===== src/rtl/fifo_stream_packer.sv =====
// Packs RATIO consecutive narrow beats into one wide word on a registered valid/ready output.
// in_last closes a word early; out_keep marks the lanes that hold data.
module fifo_stream_packer #(
  parameter int DATA_WIDTH = 8,
  parameter int RATIO      = 4,
  parameter int CNT_WIDTH  = $clog2(RATIO)
) (
  input  logic                        clk,
  input  logic                        rst_n,
  input  logic [DATA_WIDTH-1:0]       in_data,
  input  logic                        in_valid,
  input  logic                        in_last,
  output logic                        in_ready,
  output logic [DATA_WIDTH*RATIO-1:0] out_data,
  output logic [RATIO-1:0]            out_keep,
  output logic                        out_last,
  output logic                        out_valid,
  input  logic                        out_ready
);

  logic [CNT_WIDTH-1:0]        cnt_r;
  logic [DATA_WIDTH*RATIO-1:0] acc_r;
  logic [RATIO-1:0]            keep_r;

  logic                        in_fire_s;
  logic                        out_fire_s;
  logic                        completing_s;
  logic [RATIO-1:0]            keep_next_s;
  logic [DATA_WIDTH*RATIO-1:0] merged_s;
  logic [DATA_WIDTH-1:0]       lane_s;

  assign in_ready     = ~out_valid | out_ready;
  assign in_fire_s    = in_valid & in_ready;
  assign out_fire_s   = out_valid & out_ready;
  assign completing_s = (cnt_r == CNT_WIDTH'(RATIO - 1)) | in_last;

  // Accumulator with the incoming beat merged at lane cnt; lanes without keep forced to zero.
  always_comb begin
    keep_next_s = keep_r;
    merged_s    = '0;
    lane_s      = '0;
    for (int i = 0; i < RATIO; i++) begin
      if (cnt_r == CNT_WIDTH'(i)) begin
        keep_next_s[i] = 1'b1;
        lane_s         = in_data;
      end else begin
        lane_s         = acc_r[i*DATA_WIDTH +: DATA_WIDTH];
      end
      if (keep_next_s[i]) begin
        merged_s[i*DATA_WIDTH +: DATA_WIDTH] = lane_s;
      end else begin
        merged_s[i*DATA_WIDTH +: DATA_WIDTH] = '0;
      end
    end
  end

  // Lane counter and partial-word accumulator.
  always_ff @(posedge clk or negedge rst_n) begin
    if (!rst_n) begin
      cnt_r  <= '0;
      acc_r  <= '0;
      keep_r <= '0;
    end else if (in_fire_s && completing_s) begin
      cnt_r  <= '0;
      acc_r  <= '0;
      keep_r <= '0;
    end else if (in_fire_s) begin
      cnt_r  <= cnt_r + CNT_WIDTH'(1);
      acc_r  <= merged_s;
      keep_r <= keep_next_s;
    end else begin
      cnt_r  <= cnt_r;
      acc_r  <= acc_r;
      keep_r <= keep_r;
    end
  end

  // Output word register; a completing beat replaces the word even while it is being consumed.
  always_ff @(posedge clk or negedge rst_n) begin
    if (!rst_n) begin
      out_data  <= '0;
      out_keep  <= '0;
      out_last  <= 1'b0;
      out_valid <= 1'b0;
    end else if (in_fire_s && completing_s) begin
      out_data  <= merged_s;
      out_keep  <= keep_next_s;
      out_last  <= in_last;
      out_valid <= 1'b1;
    end else if (out_fire_s) begin
      out_valid <= 1'b0;
    end else begin
      out_valid <= out_valid;
    end
  end

endmodule


===== config.mk =====
export PLATFORM = sky130hd
export DESIGN_NAME = fifo_stream_packer
export DESIGN_NICKNAME = d
export VERILOG_FILES = /design/src/rtl/fifo_stream_packer.sv
export SDC_FILE = /design/constraint.sdc
export NUM_CORES = 1
export LEC_CHECK = 0
export ABC_AREA = 1
export CAP_MARGIN = 20
export CORE_ASPECT_RATIO = 1.25
export CORE_UTILIZATION = 49
export CTS_CLUSTER_SIZE = 28
export DETAILED_ROUTE_END_ITERATION = 8
export PLACE_DENSITY = 0.86
export SLEW_MARGIN = 20
export SYNTH_ARGS = -nofsm -noshare
export SYNTH_HDL_FRONTEND = slang
export SYNTH_SLANG_ARGS = --single-unit

===== constraint.sdc =====
create_clock -name clk -period 1.3 [get_ports clk]
set_input_delay 0.13 -clock clk [delete_from_list [all_inputs] [get_ports clk]]
set_output_delay 0.13 -clock clk [all_outputs]
set_load 0.02 [all_outputs]

==> results <==
[area by class of cell]
type | instances | area (um2)
clock inverter | 6 | 111
fill | 418 | 1820
tap | 90 | 113
multi-input combinational | 334 | 1750
sequential | 76 | 1900
clock buffer | 10 | 138
timing repair buffer | 89 | 1040
inverter | 11 | 63.8
[cells by family after synthesis]
logic type / synth area share (%)
compound gates: 4.59
flops: 54.6
fa+ha+maj: 1.44
buf+inv: 5.42
simple gates: 34.0
[through the flow]
stage / utilization (%) / area, um2
floorplan: - / 3490
global placement: 60.3 / 4180
detailed placement: 60.3 / 4180
CTS: 70.4 / 4880
global route: 73.8 / 5120
finish: 73.8 / 5120
[layout by cell type (no fill, tap or decap), drive strengths merged]
cell	n
a21oi	32
buf	37
bufinv	3
clkbuf	12
clkdlybuf4s15	1
clkdlybuf4s50	11
clkinv	2
clkinvlp	1
dfrtp	76
dlygate4sd2	37
dlygate4sd3	1
ha	4
inv	11
nand2	221
nand3	1
nor2	72
or2	4
[sequential cells by signal, indices dropped and copies added, names as in the netlist]
register   cells
acc_r         32
keep_r         4
out_data      32
out_valid      1
out_keep       4
out_last       1
cnt_r          2
[cells in the mapped netlist, drive strengths merged]
library cell  count
a21oi            32
nand2           221
dfrtp            76
inv              11
clkbuf            6
buf              15
ha                4
nand3             1
nor2             72
or2               4
[repair_timing]
| item | 4_1_cts | 5_1_grt |
|---|---|---|
| endpoints found under the setup margin | 114 | 76 |
| buffers inserted | 12 | 2 |
| endpoints found under the hold margin | 76 | 0 |
| resized for setup | 106 | 69 |
| cloned | 8 | 1 |
| hold buffers | 1 | 0 |
| pin swaps | 19 | 23 |
[critical path, stage by stage (launching register included)]
cell and delay, ns:
dfrtp_2 0.46, inv_1 0.18, ha_2 0.25, inv_2 0.09, nor2_1 0.20, nor2_2 0.10
nand2_1 0.07, nand2_1 0.07
[layer usage]
layer  share of wire (%)  track usage (%)  wire, um  vias to the layer above
li1                    -                -         -                     1509
met3                 8.8             7.39      1080                       81
met4                 6.4             24.8       788                        0
met5                   0                0         0                        -
met1                  35             36.7      4310                     1690
met2                  50             53.3      6140                      271
[power breakdown]
group	leakage [nW]	total, W	internal [W]	switching [W]
registers	1.01	0.00331	0.00286	0.000459
logic	1.65	0.00315	0.00127	0.00188
clock network	0.122	0.00225	0.00133	0.000923
[path summary, 6_finish.rpt]
kind	startpoint	end
setup / recovery	cnt_r[1]	acc_r[10]
hold / removal	rst_n	out_data[26]
setup reg to reg	cnt_r[1]	acc_r[10]
hold reg to reg	out_data[0]	out_data[0]
max in group asynchronous	rst_n	cnt_r[1]
min in group clk	in_last	out_last
==> flow_summary_export.csv <==
group,metric,value,unit
global_routing,grt_pass1_vias,3509,
global_routing,grt_max_degree,77,
place,hpwl,5350,um
timing,worst_slew_pin_slew,0.522,ns
synthesis,yosysWarnings,0,
critical_path,critical_path_required,1.55,ns
synthesis,synth.area.top_cells,"dfrtp_1 55%, nand2_1 23%, nor2_1 7.5%",
cts,path_clk_slew,0.09,ns
timing,rsz0062_at_grt,"yes",
final_layout,layout-drive-gt1-share,29.3,%
cts,cts_tree,"done",
timing,max_clock_freq,0.653,GHz
routing,dr.pass1.iters,7,
cts,clock_sinks,76,
timing,finalSetupTns,-12.66,ns
timing,setup_violations,76,
cts,clockRootBuffer,"clkbuf_8",
pwr,vdd_drop_max,0.899,mV
timing,finalCriticalPeriod,1.53,ns
routing,viasPerCell,5.76,
synthesis,syn_area,3490,um2
synthesis,yosysTopAreaCellShare,54.6,%
floorplan,fp-row-count,34,
floorplan,die_h,96.3,um
cts,cts_buffers,9,
critical_path,rr_worst_depth,7,
routing,ant_nets,0,
place,portBuffers,51,
synthesis,ys_seq_area_share,54.6,%
critical_path,critical_path_class,"flop to flop",
cts,clock_latency,0.36,ns
pwr,p_leak,2.79,nW
pwr,power_density,1700,nW/um2
timing,finalMaxSlewViolations,0,
place,dp.cells,579,
routing,wl_per_cell,20.0,um
status,failed_checks,"setup timing",
routing,vias,3551,
final_layout,layout.cells.non_filler,616,
hold_path,hold_class,"input port to async pin",
routing,drc,0,
cts,htreeDepth,3,
critical_path,critPathMaxFanout,8,
status,status,"complete, but fails checks",
place,gp_congestion,0.799,
routing,drtIter0Drc,444,
final_layout,diodes,0,
routing,wl,12300,um
cts,clockBufferDepth,2,
critical_path,end_kind,"flop",
timing,finalHoldViolations,0,
global_routing,grt_pass1_wl,17700,um
global_routing,grt_usage,32.3,%
synthesis,avgSynthCellArea,7.89,um2
floorplan,die-area,7460,um2
timing,setup_slack,-0.232,ns
critical_path,rrSetupSlack,-0.23,ns
timing,hold_ws,0.347,ns
floorplan,coreArea,6930,um2
place,place_ws,-0.131,ns
critical_path,crit_path_start_kind,"flop",
synthesis,yosysUniqueCellTypes,20,
synthesis,syn_inst,442,
synthesis,synth.largest_area_cell,"dfrtp_1",
run,drv_cap,0,
pwr,finalPower,0.00872,W
final_layout,finalNetCount,538,
critical_path,cp.arrival,1.78,ns
synthesis,ys_ff_latch,76,
floorplan,initial_core_util,50.3,%
final_layout,syn_to_final_growth,46.8,%
timing,layout_worst_path_cycle_share,118,%
global_routing,antenna_found_initial,0,
synthesis,syn_nets,459,
floorplan,die_w,77.4,um
timing,fin_skew,0.0158,ns
timing,maxSlewHeadroom,65.2,%
floorplan,ios,52,
global_routing,overflow,0,
Note: power is estimated with default switching activity, not from simulation.
